==> config.mk <==
export PLATFORM = sky130hd
export DESIGN_NAME = store_buffer
export DESIGN_NICKNAME = d
export VERILOG_FILES = /design/src/rtl/store_buffer.sv
export SDC_FILE = /design/constraint.sdc
export NUM_CORES = 1
export LEC_CHECK = 0
export ABC_AREA = 1
export CAP_MARGIN = 15
export CORE_MARGIN = 8
export CORE_UTILIZATION = 58
export DETAILED_ROUTE_END_ITERATION = 10
export HOLD_SLACK_MARGIN = 0.02
export PLACE_DENSITY = 0.92
export SYNTH_ARGS = -nofsm -noshare
export SYNTH_HDL_FRONTEND = slang
export SYNTH_SLANG_ARGS = --single-unit
==> constraint.sdc <==
create_clock -name clock -period 2.92 [get_ports clock]
set_input_delay 0.584 -clock clock [delete_from_list [all_inputs] [get_ports clock]]
set_output_delay 0.584 -clock clock [all_outputs]
set_load 0.01 [all_outputs]
==> src/rtl/store_buffer.sv <==
// rtl/store_buffer.sv - write-behind store buffer with youngest-match load forwarding
module store_buffer #(
    parameter int DEPTH = 4
) (
    input  logic                     clock,
    input  logic                     reset_n,
    input  logic [31:0]              ALUOutM,
    input  logic [31:0]              WriteDataM,
    input  logic                     MemWriteM,
    input  logic                     MemReadM,
    input  logic                     FlushM,
    output logic [31:0]              mem_addr,
    output logic [31:0]              mem_wdata,
    output logic                     mem_we,
    input  logic [31:0]              mem_rdata,
    output logic [31:0]              ReadDataM,
    output logic                     FwdHitM,
    output logic                     SbEmpty,
    output logic [$clog2(DEPTH):0]   SbCount
);
    localparam int PW = $clog2(DEPTH);
    localparam int CW = PW + 1;

    logic [31:0]   addr_q [DEPTH];
    logic [31:0]   data_q [DEPTH];
    logic [PW-1:0] head_q, head_d;
    logic [PW-1:0] tail_q, tail_d;
    logic [CW-1:0] count_q, count_d;
    logic          full;
    logic          push;
    logic          drain;
    logic [PW-1:0] idx;

    assign full    = (count_q == CW'(DEPTH));
    assign SbEmpty = (count_q == '0);
    assign SbCount = count_q;
    assign push    = MemWriteM;
    // A store into a full buffer retires the head in the same cycle, so no stall is needed.
    assign drain   = !SbEmpty && !MemReadM && (FlushM || full || !MemWriteM);

    always_comb begin
        mem_addr  = ALUOutM;
        mem_wdata = '0;
        mem_we    = 1'b0;
        if (!MemReadM && drain) begin
            mem_addr  = addr_q[head_q];
            mem_wdata = data_q[head_q];
            mem_we    = 1'b1;
        end
    end

    // Walk oldest to youngest so the last match (closest to tail-1) wins.
    always_comb begin
        FwdHitM   = 1'b0;
        ReadDataM = mem_rdata;
        idx       = head_q;
        if (MemReadM) begin
            for (int i = 0; i < DEPTH; i++) begin
                idx = head_q + PW'(i);
                if (CW'(i) < count_q && addr_q[idx] == ALUOutM) begin
                    FwdHitM   = 1'b1;
                    ReadDataM = data_q[idx];
                end
            end
        end
    end

    always_comb begin
        head_d  = drain ? head_q + PW'(1) : head_q;
        tail_d  = push  ? tail_q + PW'(1) : tail_q;
        count_d = count_q;
        case ({push, drain})
            2'b10:   count_d = count_q + CW'(1);
            2'b01:   count_d = count_q - CW'(1);
            default: count_d = count_q;
        endcase
    end

    always_ff @(posedge clock or negedge reset_n) begin
        if (!reset_n) begin
            head_q  <= '0;
            tail_q  <= '0;
            count_q <= '0;
        end else begin
            head_q  <= head_d;
            tail_q  <= tail_d;
            count_q <= count_d;
        end
    end

    always_ff @(posedge clock) begin
        if (push) begin
            addr_q[tail_q] <= ALUOutM;
            data_q[tail_q] <= WriteDataM;
        end
    end
endmodule

==> results of run 1 <==
## layer usage
layer	track usage, %	GRT overflow
met5	59.4	3
met4	71.5	76
met3	73.9	5
met2	87.8	53
met1	75.2	19
## kinds of logic after synthesis
group | Yosys count | synth area share (%)
multiplexers | 64 | 3.36
XOR/XNOR | 22 | 1.01
adder cells (fa/ha/maj) | 8 | 0.525
buffers and inverters | 392 | 8.90
AO/OA/AOI/OAI | 412 | 11.5
AND/OR/NAND/NOR | 1584 | 33.5
flip-flops | 263 | 41.2
## timing repair
action                     CTS
buffers inserted             8
cloned                      10
setup endpoints to repair   98
resized for setup          214
pin swaps                    3
## metrics by stage
stage / setup WS, ps / instance area, um^2
after CTS: -1240 / 24900
after global placement: -958 / 23300
after floorplan: 43.7 / 19100
after detailed placement: -1020 / 23300
==> impl_metrics.ini, run 1 <==
[outcome]
status = stopped before the end
lastStage = global routing (5_1_grt)
firstError = [ERROR GRT-0232] Routing congestion too high. Check the congestion heatmap in the GUI.

[clock_tree]
cts_max_level = 1
cts_buffers = 29
clock-sinks = 263
hold_buffers = 0
cts-root-buf = clkbuf_16
clk_path_buf_depth = 3

[grt]
grt_max_degree = 97
overflow = 156
grt_use_total_pct = 77.6

[place]
placed_cells = 3498
gp_congestion = 1.06
numPortBuffers = 202
hpwlAfterDp_um = 47500

[synthesis]
synthArstFlopShare_pct = 2.66
synthCells = 2745
synth-edff-count = 256
ys_types = 34
syn_nets = 2854
post-synth-top-area-cell = edfxtp_1
yosysMostFrequentCell = nand2_1
synth_top_area_share_pct = 40.3
yosysWarnings = 0
synthTopCellsByCount = nand2_1 (1,129), nand3_1 (275), o21ai_0 (257)
synth-seq-cells = 263
synth_area_um2 = 19100
synth.area.top_cells = edfxtp_1 (40%), nand2_1 (22%), nand3_1 (7.2%), o21ai_0 (6.7%), inv_1 (4.4%)
syn-mean-instance-area_um2 = 6.95
synth_flop_cell = edfxtp_1
ys_seq_area_share_pct = 41.2

[floorplan]
io_pins = 203
rows = 66
die_y_um = 197
start_util_pct = 58.8
die_x_um = 197
==> run 2, diff against run 1 <==
Settings changed: CORE_UTILIZATION 58 to 40, HOLD_SLACK_MARGIN 0.02 to not set, PLACE_DENSITY 0.92 to not set, PLACE_DENSITY_LB_ADDON set to 0.15.
==> impl_metrics.ini, run 2 <==
[outcome]
status = finished with violations
violations = negative setup slack

[setup_path]
worstSetupEndpointType = output pin
reg2reg_slack_ps = 440
setup.worst_path.start_class = flip-flop
reg2reg_depth = 16
worst_ep_required_time_ps = 2340
critPathArrivalTime_ps = 3570
r2r_start = SbCount[0]
path_class = flip-flop to output pin
r2r-end = SbCount[2]
worstPathMaxFanout = 6

[clock_tree]
cts_buffers = 34
clk_pin_slew_worst_paths_ps = 50
hold_buffers = 0
clk_path_buf_depth = 3
cts-root-buf = clkbuf_16
clock-sinks = 263
cts_max_level = 2
cts_tree = yes
clk_latency_ps = 560

[sta]
rsz0062_at_grt = yes
fmax_mhz = 241
timing.final.ws_setup_ps = -1240
slew-limit-headroom_pct = 50.1
worst_slew_pin_slew_ps = 749
setup_tns_ps = -59490
finClkSkew_ps = 18.6
period_share_pct = 142
finalHoldViolations = 0
setup_violations = 98
slew_viol_final = 0
period_needed_ps = 4160
fin_worst_hold_slack_ps = 344

[place]
placed_cells = 3718
gp_congestion = 0.961
hpwlAfterDp_um = 49500
numPortBuffers = 202
dpl_cell_area_um2 = 23900
pre_cts_slack_ps = -1240

[floorplan]
start_util_pct = 40.2
core_area_um2 = 47400
die_area_um2 = 54900
io_pins = 203
die_x_um = 234
die_y_um = 234
rows = 80

[run]
drv_cap = 0

[route]
antenna_left = 0
drtIter0Drc = 2658
drt_wl_total_um = 82700
vias = 21751
drt-vias-per-instance = 5.58
wl_per_cell_um = 21.2
drc_errors = 0
dr.pass1.iters = 8

[synthesis]
synth_flop_cell = edfxtp_1
yosysMostFrequentCell = nand2_1
synth_top_area_share_pct = 40.3
post-synth-top-area-cell = edfxtp_1
syn_nets = 2854
synth_top_family_by_area = simple AND/OR/NAND/NOR gates
synth_area_um2 = 19100
synth.area.top_cells = edfxtp_1 (40%), nand2_1 (22%), nand3_1 (7.2%), o21ai_0 (6.7%), inv_1 (4.4%)
synthArstFlopShare_pct = 2.66
synthMuxAreaShare_pct = 3.36
synth-seq-cells = 263
synthAdderAreaFrac_pct = 0.525
yosysWarnings = 0
synth-edff-count = 256
ys_seq_area_share_pct = 41.2
syn-mean-instance-area_um2 = 6.95
synthCells = 2745
synthTopCellsByCount = nand2_1 (1,129), nand3_1 (275), o21ai_0 (257)
synth_xor_area_share_pct = 1.01
synth-compound-area-share_pct = 11.5
ys_types = 34
yosys.area_share.simple_pct = 33.5

[final_layout]
fin_area_um2 = 28000
stdcell_count = 3899
final_common_cell = nand2_1
multi_input_area_um2 = 10600
area_delta_synth_final_pct = 46.9
final_cell_mix = nand2_1 (1,055), buf_4 (295), edfxtp_1 (256), nand3_1 (250), inv_1 (213)
seq_area_um2 = 7870
utilization_pct = 59.1
nFillCells = 4254
drive_gt1_share_pct = 24.5
nets = 3368

[hold_path]
hp-class = primary input to async pin

[power_and_ir_drop]
vdd_drop_max_v = 0.000576
total_power_mw = 29.4
p_per_area_nw_per_um2 = 1050
p_leak_nw = 12.9

[grt]
grt_use_total_pct = 28.7
grt_max_degree = 65
overflow = 0
antenna_found_initial = 5
grt_pass1_wl_um = 120000
grt_pass1_vias = 20883
==> run 2: cell counts after synthesis <==
Identical to the previous run, type by type.
==> run 2: how the worst max path moves through the flow <==
stage,start,endpoint,slack [ps],cells after the start
after floorplan,MemWriteM,mem_addr[16],40,6
after global placement,ALUOutM[21],ReadDataM[31],-1250,17
after detailed placement,ALUOutM[21],ReadDataM[7],-1240,19
after CTS,head_q[0],ReadDataM[15],-1240,22
after global routing,head_q[0],ReadDataM[26],-1370,25
final,head_q[0],ReadDataM[14],-1240,19
==> run 2: what timing repair did <==
action,in CTS,in global routing
endpoints found under the setup margin,98,98
buffers inserted,62,22
resized for setup,621,156
gates cloned,36,11
pin swaps,60,69
==> run 2: logic make-up after synthesis <==
family | after synthesis
buffers and inverters | 392
and+or+nand+nor | 1584
AOI/OAI and AO/OA | 412
adders and majority gates | 8
muxes | 64
DFF | 263
xor gates and xnor gates | 22
==> run 2: layer usage <==
layer / global-route usage, % / share of wire [%] / vias up
li1: - / - / 10063
met1: 37.0 / 39 / 10140
met2: 46.2 / 45 / 1264
met3: 6.39 / 11 / 282
met4: 11.8 / 4.4 / 2
met5: 0 / 0.016 / -
==> run 2: final cells by class <==
cell class              instances  share of cell area (%)
flip-flops and latches        263                    28.1
clock inverters                13                   0.393
multi-input cells            2090                    37.8
clock buffers                  44                    3.32
repair inverters                1                  0.0223
diodes                          4                  0.0357
inverters                     227                    3.15
well taps                     615                    2.75
repair buffers                642                    24.5
==> run 2: critical path, cell delays in order (launching register included) <==
cell	delay, ps
dfrtp_4	560
buf_12	180
nand2_8	60
nand2_8	100
buf_12	160
buf_8	140
buf_4	130
nand2_1	50
nand2_1	70
xor2_1	340
nor3_1	110
nand3_1	150
nor2_4	60
buf_12	130
buf_12	140
buf_16	150
a21oi_1	190
nand2_1	80
nand2_1	70
buf_2	130
==> run 2: where the power goes <==
part | internal (mW) | switching (mW) | leakage (nW)
Clock | 2.40 | 1.64 | 0.509
Sequential | 4.97 | 0.346 | 2.43
Combinational | 8.22 | 11.8 | 9.99
Total | 15.6 | 13.8 | 12.9
Note: power is estimated with default switching activity, not from simulation.
==> run 3, diff against run 2 <==
Settings changed: ABC_CLOCK_PERIOD_IN_PS set to 2920, PLACE_DENSITY set to 0.69, PLACE_DENSITY_LB_ADDON 0.15 to not set.
==> impl_metrics.ini, run 3 (synthesis results as in run 2) <==
[outcome]
status = finished with violations
violations = negative setup slack

[final_layout]
nets = 3328
final_common_cell = nand2_1
seq_area_um2 = 7870
drive_gt1_share_pct = 23.0
nFillCells = 4147
area_delta_synth_final_pct = 42.0
multi_input_area_um2 = 10500
final_cell_mix = nand2_1 (1,053), buf_4 (294), edfxtp_1 (256), nand3_1 (244), o21ai_0 (214)
fin_area_um2 = 27100
stdcell_count = 3862

[clock_tree]
clk_path_buf_depth = 3
cts_tree = yes
clk_latency_ps = 600
clk_pin_slew_worst_paths_ps = 60
cts_buffers = 31
cts_max_level = 1
cts-root-buf = clkbuf_16
hold_buffers = 0
clock-sinks = 263

[sta]
timing.final.ws_setup_ps = -1290
slew_viol_final = 0
slew-limit-headroom_pct = 54.2
worst_slew_pin_slew_ps = 687
setup_violations = 91
finClkSkew_ps = 10.2
fmax_mhz = 238
setup_tns_ps = -71270
rsz0062_at_grt = yes
period_share_pct = 144
finalHoldViolations = 0
period_needed_ps = 4210

[route]
drt_wl_total_um = 73600
drtIter0Drc = 2300
wl_per_cell_um = 19.1
vias = 21228
drt-vias-per-instance = 5.50
dr.pass1.iters = 7
drc_errors = 0
antenna_left = 0

[setup_path]
setup.worst_path.start_class = flip-flop
worst_ep_required_time_ps = 2340
reg2reg_slack_ps = 1030
cp_top_family = simple AND/OR/NAND/NOR gates
path_cells = inv_12, buf_6, nand2_4, nand2_8, buf_12, buf_8, nand3_2, nand2_2, xor2_1, o211ai_1, nor2_1, nand3_2, nor2_4, buf_12, buf_12, buf_16, nor2_4, nand2_1, nand2_1, nand2_1, buf_2
path_buf_inv = 8
worstSetupEndpointType = output pin
slowest_stage = dfrtp_4
path_class = flip-flop to output pin
max_stage_delay_ps = 550
critPathArrivalTime_ps = 3630
worstPathMaxFanout = 6

[floorplan]
io_pins = 203
die_x_um = 234
core_area_um2 = 47400
start_util_pct = 40.2
rows = 80
die_y_um = 234
die_area_um2 = 54900

[grt]
antenna_found_initial = 7
grt_pass1_wl_um = 110000
grt_pass1_vias = 20415
grt_max_degree = 67
grt_use_total_pct = 25.5
overflow = 0

[place]
hpwlAfterDp_um = 47600
dpl_cell_area_um2 = 23900
placed_cells = 3721
numPortBuffers = 202
pre_cts_slack_ps = -1250
gp_congestion = 0.982

[power_and_ir_drop]
p_per_area_nw_per_um2 = 1010
p_leak_nw = 12.5
total_power_mw = 27.4
vdd_drop_max_v = 0.000595

[run]
drv_cap = 0

[hold_path]
hp-class = primary input to async pin
[run 3: cell count changes in the layout (fill, tap and decap cells not counted), sizes merged, moves of 2 or more]
| cell | previous run | this run |
|---|---|---|
| buf | 502 | 444 |
| clkdlybuf4s50 | 127 | 136 |
| clkinv | 11 | 15 |
| dlymetal6s2s | 0 | 4 |
| bufbuf | 2 | 4 |
| clkbuf | 53 | 51 |
[run 3: cell type report]
class | count | area share (%)
multi-input cells | 2090 | 38.6
inverters | 227 | 3.22
diodes | 5 | 0.0462
well taps | 615 | 2.84
clock buffers | 36 | 2.93
clock inverters | 20 | 0.591
repair buffers | 606 | 22.7
flip-flops and latches | 263 | 29.0
[run 3: what timing repair did]
action / CTS / global route
resized for setup: 395 / 211
buffers inserted: 35 / 25
gates cloned: 20 / 9
pin swaps: 42 / 62
setup endpoints to repair: 98 / 98
[run 3: report_power, final]
group          internal [mW]  switching, mW  total (mW)
registers               4.97          0.342        5.31
clock network           2.11           1.59        3.71
logic                   7.44           10.9        18.4
total                   14.5           12.9        27.4
[run 3: per-layer routing]
metal	track usage [%]	vias up	share of wire [%]
met3	4.25	288	9.1
met2	42.3	1215	47
met5	0	-	0.033
met1	31.6	9733	39
met4	13.5	4	5.3
li1	-	9988	-
[run 3: final timing paths]
path                            startpoint             to  cells after the start
worst max register to register  SbCount[0]      head_q[0]                      8
worst min-delay path               reset_n      head_q[1]                      1
max in group asynchronous          reset_n      head_q[0]                      1
min in group clock               tail_q[0]      tail_q[0]                      1
worst min register to register   tail_q[0]      tail_q[0]                      1
worst max-delay path             head_q[0]  ReadDataM[17]                     21
[run 3: stage by stage]
stage,utilization [%],hold slack [ps]
after global placement,50.5,508
after CTS,55.4,274
after floorplan,-,288
after global routing,57.1,295
final,57.1,278
after detailed placement,50.5,527
